--- src/rtl/noc_rr_packet_arbiter.sv ---
// -----------------------------------------------------------------------------
// noc_rr_packet_arbiter
//
// Round-robin arbiter that merges packet streams from N_REQ sources onto one
// output port. A grant is packet-atomic: once a head flit is accepted, the port
// stays locked to that requester until its tail flit has been accepted. The
// accepted flit is registered in a single-entry output stage, so the
// arbitration logic never sits combinationally on the downstream path.
//
// Handshake rule, used on every port: a flit moves when valid and ready are
// both high at a rising clock edge. A source holds valid and data stable until
// it is accepted. This block never drops out_valid before out_ready is seen.
//
// Ports:
//   clk        single clock, rising edge
//   rst_n      asynchronous active-low reset, synchronous release
//   in_valid   per-requester flit valid
//   in_data    packed flits; requester i uses bits [i*WIDTH +: WIDTH]
//   in_last    per-requester tail-flit flag
//   in_ready   per-requester accept (at most one bit high)
//   out_valid  output flit valid
//   out_data   output flit
//   out_last   output tail flag
//   out_id     source requester of the output flit
//   out_ready  downstream accept
//   pkt_count  packets whose tail was accepted on the input side (wraps)
// -----------------------------------------------------------------------------
module noc_rr_packet_arbiter #(
    parameter int N_REQ = 14,
    parameter int WIDTH = 18,
    parameter int IDW   = 4,
    parameter int CNTW  = 16
) (
    input  logic                   clk,
    input  logic                   rst_n,
    input  logic [N_REQ-1:0]       in_valid,
    input  logic [N_REQ*WIDTH-1:0] in_data,
    input  logic [N_REQ-1:0]       in_last,
    output logic [N_REQ-1:0]       in_ready,
    output logic                   out_valid,
    output logic [WIDTH-1:0]       out_data,
    output logic                   out_last,
    output logic [IDW-1:0]         out_id,
    input  logic                   out_ready,
    output logic [CNTW-1:0]        pkt_count
);

    typedef enum logic {
        IDLE   = 1'b0,
        LOCKED = 1'b1
    } state_t;

    state_t         state;
    state_t         state_next;
    logic [IDW-1:0] rr_ptr;
    logic [IDW-1:0] rr_ptr_next;
    logic [IDW-1:0] lock_id;
    logic [IDW-1:0] lock_id_next;

    logic [IDW-1:0] winner;
    logic           any_valid;
    logic [IDW:0]   cand;
    logic [IDW-1:0] sel_id;
    logic           space;
    logic           grant_en;
    logic           xfer;
    logic           sel_last;
    logic [WIDTH-1:0] sel_data;

    // Rotating priority search starting at rr_ptr. The loop runs from the
    // lowest priority position to the highest so that the last hit, which
    // overrides earlier ones, is the first valid requester at or after rr_ptr.
    // rr_ptr is always below N_REQ, so a single conditional subtract wraps.
    always_comb begin : rr_search
        winner    = '0;
        any_valid = 1'b0;
        cand      = '0;
        for (int k = N_REQ - 1; k >= 0; k--) begin
            cand = {1'b0, rr_ptr} + (IDW + 1)'(k);
            if (cand >= (IDW + 1)'(N_REQ)) begin
                cand = cand - (IDW + 1)'(N_REQ);
            end
            if (in_valid[cand]) begin
                winner    = cand[IDW-1:0];
                any_valid = 1'b1;
            end
        end
    end

    // The stage can take a flit when it is empty or being drained this cycle.
    assign space = !out_valid || out_ready;

    // While locked the holder keeps in_ready even if it is momentarily idle,
    // so other requesters can never slip in mid-packet.
    assign sel_id   = (state == LOCKED) ? lock_id : winner;
    assign grant_en = rst_n && space && ((state == LOCKED) || any_valid);
    assign in_ready = grant_en ? (N_REQ'(1) << sel_id) : '0;
    assign xfer     = grant_en && in_valid[sel_id];
    assign sel_last = in_last[sel_id];
    assign sel_data = in_data[sel_id*WIDTH +: WIDTH];

    always_comb begin : next_state
        state_next   = state;
        rr_ptr_next  = rr_ptr;
        lock_id_next = lock_id;
        if (xfer) begin
            if (sel_last) begin
                state_next  = IDLE;
                rr_ptr_next = (sel_id == IDW'(N_REQ - 1)) ? '0 : sel_id + 1'b1;
            end else if (state == IDLE) begin
                state_next   = LOCKED;
                lock_id_next = sel_id;
            end
        end
    end

    always_ff @(posedge clk or negedge rst_n) begin : ctrl_regs
        if (!rst_n) begin
            state     <= IDLE;
            rr_ptr    <= '0;
            lock_id   <= '0;
            pkt_count <= '0;
        end else begin
            state   <= state_next;
            rr_ptr  <= rr_ptr_next;
            lock_id <= lock_id_next;
            if (xfer && sel_last) begin
                pkt_count <= pkt_count + 1'b1;
            end
        end
    end

    // Fill has priority over drain: a simultaneous drain and fill overwrites
    // the stage and keeps out_valid high for one flit per cycle.
    always_ff @(posedge clk or negedge rst_n) begin : out_stage
        if (!rst_n) begin
            out_valid <= 1'b0;
            out_data  <= '0;
            out_last  <= 1'b0;
            out_id    <= '0;
        end else if (xfer) begin
            out_valid <= 1'b1;
            out_data  <= sel_data;
            out_last  <= sel_last;
            out_id    <= sel_id;
        end else if (out_ready) begin
            out_valid <= 1'b0;
        end
    end

endmodule
--- config.mk ---
export PLATFORM = sky130hd
export DESIGN_NAME = noc_rr_packet_arbiter
export DESIGN_NICKNAME = d
export VERILOG_FILES = /design/src/rtl/noc_rr_packet_arbiter.sv
export SDC_FILE = /design/constraint.sdc
export NUM_CORES = 1
export LEC_CHECK = 0
export ABC_AREA = 1
export CAP_MARGIN = 30
export CELL_PAD_IN_SITES_DETAIL_PLACEMENT = 1
export CELL_PAD_IN_SITES_GLOBAL_PLACEMENT = 2
export CORE_MARGIN = 2
export CORE_UTILIZATION = 22
export CTS_CLUSTER_DIAMETER = 100
export DETAILED_ROUTE_END_ITERATION = 16
export PLACE_DENSITY_LB_ADDON = 0.1
export SETUP_SLACK_MARGIN = 0.05
export SLEW_MARGIN = 20
export SYNTH_ARGS = -nofsm -noshare
export SYNTH_HDL_FRONTEND = slang
export SYNTH_SLANG_ARGS = --single-unit
--- constraint.sdc ---
create_clock -name clk -period 10.33 [get_ports clk]
set_input_delay 2.066 -clock clk [delete_from_list [all_inputs] [get_ports clk]]
set_output_delay 2.066 -clock clk [all_outputs]
set_load 0.005 [all_outputs]
==> metrics.md, run 1 <==
| Metric | Value |
|---|---|
| Status | `completed` |
| Largest stage delay, worst path | `~540 ps` |
| Vias | `around 11000` |
| Drt drc | `0` |
| TNS Setup | `0 ps` |
| Tcrit/Tclk final | `80.1%` |
| Final Skew | `15.0 ps` |
| CTS Hold Bufs | `0` |
| Hold WC Path Type | `flop to flop` |
| Die Y-Extent | `199 um` |
| Drt pass-1 iters | `4` |
| Most frequent CP cell | `nand2_1` |
| P&R area growth vs syn | `46.8%` |
| Hold Slack | `483 ps` |
| Sequential cell area fraction in the yosys report | `14.7%` |
| Post-synthesis cell area | `0.00832 sq mm` |
| Synth Flop Type | `dfrtp_1` |
| Rel. slew slack | `45.9%` |
| VDD IR max | `0.0533 mV` |
| Number of cell rows | `a little over 70` |
| Crit start category | `primary input` |
| Vias in the first global route | `around 12000` |
| Worst EP required | `8260 ps` |
| Final WL | `45600 um` |
| Share of cells above drive strength 1 | `under 10%` |
| Crit path DAT | `a little over 6000 ps` |
| Combinational Power Share | `around a third` |
| Largest net degree at the start of global routing | `76` |
| WS Path Type | `primary input to primary output` |
| Delay-heaviest family, CP | `simple AND/OR/NAND/NOR gates` |
| Critical path's slowest cell | `clkdlybuf4s50_1` |
| Cell area after layout | `around 0.012 sq mm` |
| Reg2Reg Depth | `35` |
| Worst Tran Pin Value | `811 ps` |
| GRT Residual Overflow | `0` |
| CTS buffer count | `5` |
| I/O pin count | `337` |
| Clk sinks | `49` |
| Final slew viol count | `0` |
| Die ar. | `0.0394 sq mm` |
| Fmax | `121 MHz` |
| Max Cap Violations | `0` |
| Initial antenna violation count | `11` |
| ANT nets after route | `0` |
| CP endpoint kind | `primary output` |
| Vias per cell | `4.63` |
| Hold depth | `2` |
| Die X | `between 150 and 200 um` |
| Drt wl/cell | `19.1 um` |
| Resize count post-CTS | `0` |
| Half-perimeter wire length after placement | `roughly 38000 um` |
| Total power | `0.000576 W` |
| Core Area | `0.0375 sq mm` |
| CP Buf/Inv Count | `5` |
| Skew-Pair Late Insertion Delay | `310 ps` |
| PortBufs | `336` |
| Initial DRC count | `413` |
| Nets | `2184` |
| Number of synthesis warnings | `0` |
| H-tree levels | `2` |
| Mapped Cells | `1588` |
| # setup viols final | `0` |
| GRT Total Usage | `22.9%` |
| P_leak | `between 5 and 6 nW` |
| Clock Path Buffers | `2` |
| Synthesized area per cell | `between 5 and 6 sq um` |
| EDFF count, synth | `0` |
| Pwr dens | `47.1 mW/mm^2` |
| Fraction of registers with async set or reset after synthesis | `100%` |
| Worst-path clk slew | `70 ps` |
| R2R Setup Slk | `2710 ps` |
| First-pass GRT wire length | `68500 um` |
| RSZ-0062 raised after global routing | `false` |
| Levels on crit path | `31` |
| #FFs+latches synth | `49` |
| Initial Util | `22.2%` |
| Post-CTS Setup Inserts | `0` |
| Commonest non-fill, non-tap cell in the layout | `nand2_1` |
| Layout Utilization | `32.6%` |
| Fin crit period | `~8300 ps` |
| Routability congestion estimate | `0.862` |
| Root Driver | `clkbuf_16` |
| DP Area | `approximately 0.012 sq mm` |
| Largest fanout on the critical path | `19` |
| Cell Int Power | `~0.00042 W` |
| CTS tree | `yes` |
| Net Switching | `0.000153 W` |
| Netlist cell types | `50` |
| Most frequent cells in the layout | `nand2_1, clkdlybuf4s50_1, nand3_1` |
| Flop pwr share | `about a third` |
| Switching part of the total | `between 20% and 30%` |
| Synth Net Count | `1897` |
| Final Hold Violating Endpoints | `0` |
| Clock share of power | `34.7%` |
area by class of cell:
cell class	instances	area, sq um
clock inverter	3	46.3
antenna	1	2.50
clock buffer	5	125
inverter	126	473
fill	4988	25300
timing repair buffer	350	3460
multi-input combinational	1343	6250
sequential	49	1230
tap	511	639
state kept, by name, indices dropped and copies added, names as in the netlist:
signal	count
lock_id	4
out_data	18
out_id	4
out_last	1
out_valid	1
pkt_count	16
rr_ptr	4
state	1
through the flow:
stage | cells | worst slack [ps]
2_1_floorplan | 1588 | 3580
3_3_place_gp | 2379 | 2090
3_5_place_dp | 2379 | 2010
4_1_cts | 2387 | 1990
5_1_grt | 2387 | 1430
6_report | 2388 | 2050
cells in the mapped netlist, types with 8 or more instances:
cell      instances  area (sq um)
nand2_1         855          3210
nand3_1         119           596
inv_1           103           387
nor2_1           58           218
a21oi_1          56           280
dfrtp_1          49          1230
nand4_1          39           244
o21ai_0          37           185
buf_2            33           165
o21ai_1          31           155
ha_1             25           313
inv_2            22          82.6
nand2_2          21           131
xor2_1           17           149
clkbuf_1         14          52.6
nor3_1           10          50.1
buf_1             8          30.0
nand2_4           8          90.1
o211ai_1          8          60.1
power groups by stage:
stage	Combinational, W	Clock [W]	Sequential [W]
after global routing	0.000202	0.000212	0.000192
final	0.000184	0.000200	0.000192
after CTS	0.000187	0.000206	0.000192
after global placement	0.000185	0	0.000195
after detailed placement	0.000186	0	0.000195
after floorplan	0.0000526	0	0.000196
path summary, 6_finish.rpt:
| check | to | startpoint |
|---|---|---|
| setup / recovery | in_ready[7] | in_valid[3] |
| hold / removal | out_data[4] | out_data[4] |
| setup reg to reg | pkt_count[5] | rr_ptr[1] |
| hold reg to reg | out_data[4] | out_data[4] |
| max in group asynchronous | out_data[6] | rst_n |
| min in group asynchronous | pkt_count[11] | rst_n |
kinds of logic after synthesis:
logic type | count (synthesis) | share of synthesized area [%]
xor+xnor | 24 | 2.80
compound gates | 164 | 11.4
fa+ha+maj | 26 | 4.00
flops | 49 | 14.7
buf+inv | 196 | 10.4
simple gates | 1129 | 56.7
per-layer routing:
layer,track usage [%],vias up,wire [um],part of all wire (%)
li1,-,5586,-,-
met4,4.53,16,941,2.1
met3,5.32,55,2410,5.3
met5,0,-,113,0.25
met2,43.4,239,23700,52
met1,26.0,5152,18500,41
worst register-to-register path, delay by kind of cell (launching register included):
family / cells / cell delay [ps]
flops: 1 / 330
xor+xnor: 1 / 520
compound gates: 3 / 390
buf+inv: 9 / 2530
fa+ha+maj: 2 / 940
simple gates: 20 / 2800
Power figures use the tool's default switching activity.
==> run 2: changes to the inputs <==
CORE_UTILIZATION = 21   (was 22)
clock period = 8 ns   (was 10.33 ns; I/O delays follow)
==> run 2 against run 1 <==
  * Design area is 0.32% higher
  * Via count is 0.25% lower
  * Routed wire length is 2.8% higher
  * Clock skew is 2.8 ps lower
  * Non-clock buffer count is 3 higher
  * Sequential power is 29% higher
  * Utilization is 1.1 points lower
  * Worst setup slack worse by 1300 ps
  * Sequential cell count stayed put
  * Worst hold slack worse by 3.3 ps
  * Critical path type unchanged
  * Largest cell class unchanged
==> metrics.md, run 2 (same netlist as run 1, synthesis figures left out) <==
| Metric | Value |
|---|---|
| CTS tree | `yes` |
| Worst EP required | `6400 ps (-1860 ps)` |
| Number of cell rows | `72 (+1.4%)` |
| Fillers | `5197 (+4.2%)` |
| P_leak | `5.93 nW (+0.31%)` |
| CTS buffer count | `5 (unchanged)` |
| Vias in the first global route | `11700 (+1.7%)` |
| Vias | `11000 (-0.25%)` |
| Skew-Pair Late Insertion Delay | `290 ps (-20 ps)` |
| Drt drc | `0 (unchanged)` |
| # setup viols final | `0 (unchanged)` |
| Root Driver | `clkbuf_16` |
| Resize count post-CTS | `0 (unchanged)` |
| Fmax | `137 MHz` |
| Final slew viol count | `0 (unchanged)` |
| Initial DRC count | `409 (-0.97%)` |
| P&R area growth vs syn | `47.3%` |
| Most frequent cells in the layout | `nand2_1, clkdlybuf4s50_1, nand3_1` |
| PortBufs | `336 (unchanged)` |
| Fin crit period | `7300 ps` |
| GRT Total Usage | `22.4% (-0.52 points)` |
| Largest Register | `out_data` |
| Half-perimeter wire length after placement | `39300 um (+3.4%)` |
| Hold path startpoint | `out_data[15]` |
| Final WL | `46900 um (+2.8%)` |
| Worst-path clk slew | `60 ps (about the same)` |
| Crit start category | `primary input` |
| Initial antenna violation count | `10 (-1)` |
| TNS Setup | `0 ps (unchanged)` |
| Share of cells above drive strength 1 | `5.59% (+0.15 points)` |
| Tcrit/Tclk final | `just over 90%` |
| Die X | `203 um (+2.3%)` |
| Largest fanout on the critical path | `20 (+1)` |
| CP endpoint kind | `primary output` |
| Pwr dens | `60.4 mW/mm^2 (+28%)` |
| Hold Slack | `479 ps (-3.26 ps)` |
| Vias per cell | `4.59 (-0.71%)` |
| Die ar. | `0.0412 sq mm (+4.7%)` |
| Commonest non-fill, non-tap cell in the layout | `nand2_1` |
| Post-CTS Setup Inserts | `0 (unchanged)` |
| Rel. slew slack | `48.4% (+2.4 points)` |
| Top Registers | `out_data x18, pkt_count x16` |
| WS Path Type | `primary input to primary output` |
| First-pass GRT wire length | `70600 um (+3.0%)` |
| Hold WC Path Type | `flop to flop` |
| Core Area | `0.0389 sq mm (+3.8%)` |
| Max Cap Violations | `0 (unchanged)` |
| Most frequent CP cell | `nand2_1` |
| Hold depth | `2 (unchanged)` |
| Reg2Reg Depth | `33 (-5.7%)` |
| Worst Tran Pin Value | `766 ps (-44.7 ps)` |
| Critical path's slowest cell | `clkdlybuf4s50_1` |
| Max reg flops | `18 (unchanged)` |
| I/O pin count | `337 (unchanged)` |
| FF-to-FF End | `pkt_count[1]` |
| Drt pass-1 iters | `4 (unchanged)` |
| Routability congestion estimate | `0.875 (+1.5%)` |
| Drt wl/cell | `19.6 um (+2.3%)` |
| Crit path DAT | `5700 ps (-510 ps)` |
| RSZ-0062 raised after global routing | `false` |
| Initial Util | `21.4% (-0.82 points)` |
| Clock Path Buffers | `2 (unchanged)` |
| Clk sinks | `49 (unchanged)` |
| Largest net degree at the start of global routing | `54 (-29%)` |
| R2R Setup Slk | `1410 ps (-1300 ps)` |
| Nets | `2187 (+0.14%)` |
| Die Y-Extent | `203 um (+2.3%)` |
| H-tree levels | `2 (unchanged)` |
| GRT Residual Overflow | `0 (unchanged)` |
| Status | `completed` |
| Crit path to | `in_ready[7]` |
| Final Skew | `12.2 ps (-2.78 ps)` |
| Final Hold Violating Endpoints | `0 (unchanged)` |
| VDD IR max | `0.0630 mV (+18%)` |
| CTS Hold Bufs | `0 (unchanged)` |
| Worst Setup SP | `in_valid[3]` |
| Largest stage delay, worst path | `520 ps (-20 ps)` |
| R2r startpoint | `rr_ptr[1]` |
| ANT nets after route | `0 (unchanged)` |
## run 2: changes by cell type in the layout (fill, tap and decap cells not counted)
cell | before | now
buf_4 | 14 | 17
clkbuf_8 | 0 | 1
clkinv_4 | 1 | 0
diode_2 | 1 | 2
## run 2: metrics by stage
stage	setup slack [ps]	total power [W]	util [%]	cells	area (sq um)
after global routing	161	0.000781	31.5	2399	12300
after global placement	755	0.000492	31.0	2389	12100
after detailed placement	648	0.000493	31.0	2389	12100
after floorplan	2030	0.000320	-	1588	8320
after CTS	641	0.000750	31.5	2397	12300
final	705	0.000740	31.5	2399	12300
## run 2: per-layer routing
metal  track usage (%)  part of all wire, %
met5                 0                 0.17
met1              25.9                   41
met3              4.96                  5.6
met4              4.51                  1.8
met2              41.9                   51
## run 2: report_power, final
part | internal (W) | switching (W) | leakage [nW]
logic | 0.000150 | 0.0000877 | 5.19
registers | 0.000248 | 0.00000000000000000000845 | 0.659
clock network | 0.000156 | 0.0000988 | 0.0831
total | 0.000554 | 0.000187 | 5.93
## run 2: area by class of cell
class                      instances  area (sq um)  area share (%)
antenna                            2          5.00          0.0408
clock inverter                     2          37.5           0.306
sequential                        49          1230            10.0
clock buffer                       6           139            1.13
inverter                         126           473            3.86
tap                              518           648            5.29
timing repair buffer             353          3490            28.4
multi-input combinational       1343          6250            50.9
## run 2: worst min path at each step
| stage | end |
|---|---|
| floorplan | out_data[0] |
| global placement | out_data[4] |
| detailed placement | out_data[11] |
| CTS | out_data[15] |
| global route | out_data[11] |
| finish | out_data[15] |
## run 2: worst max-delay path, delay by kind of cell
kind / cells / cell delay [ps]
fa+ha+maj: 1 / 190
simple gates: 24 / 2150
compound gates: 1 / 440
buf+inv: 5 / 1280
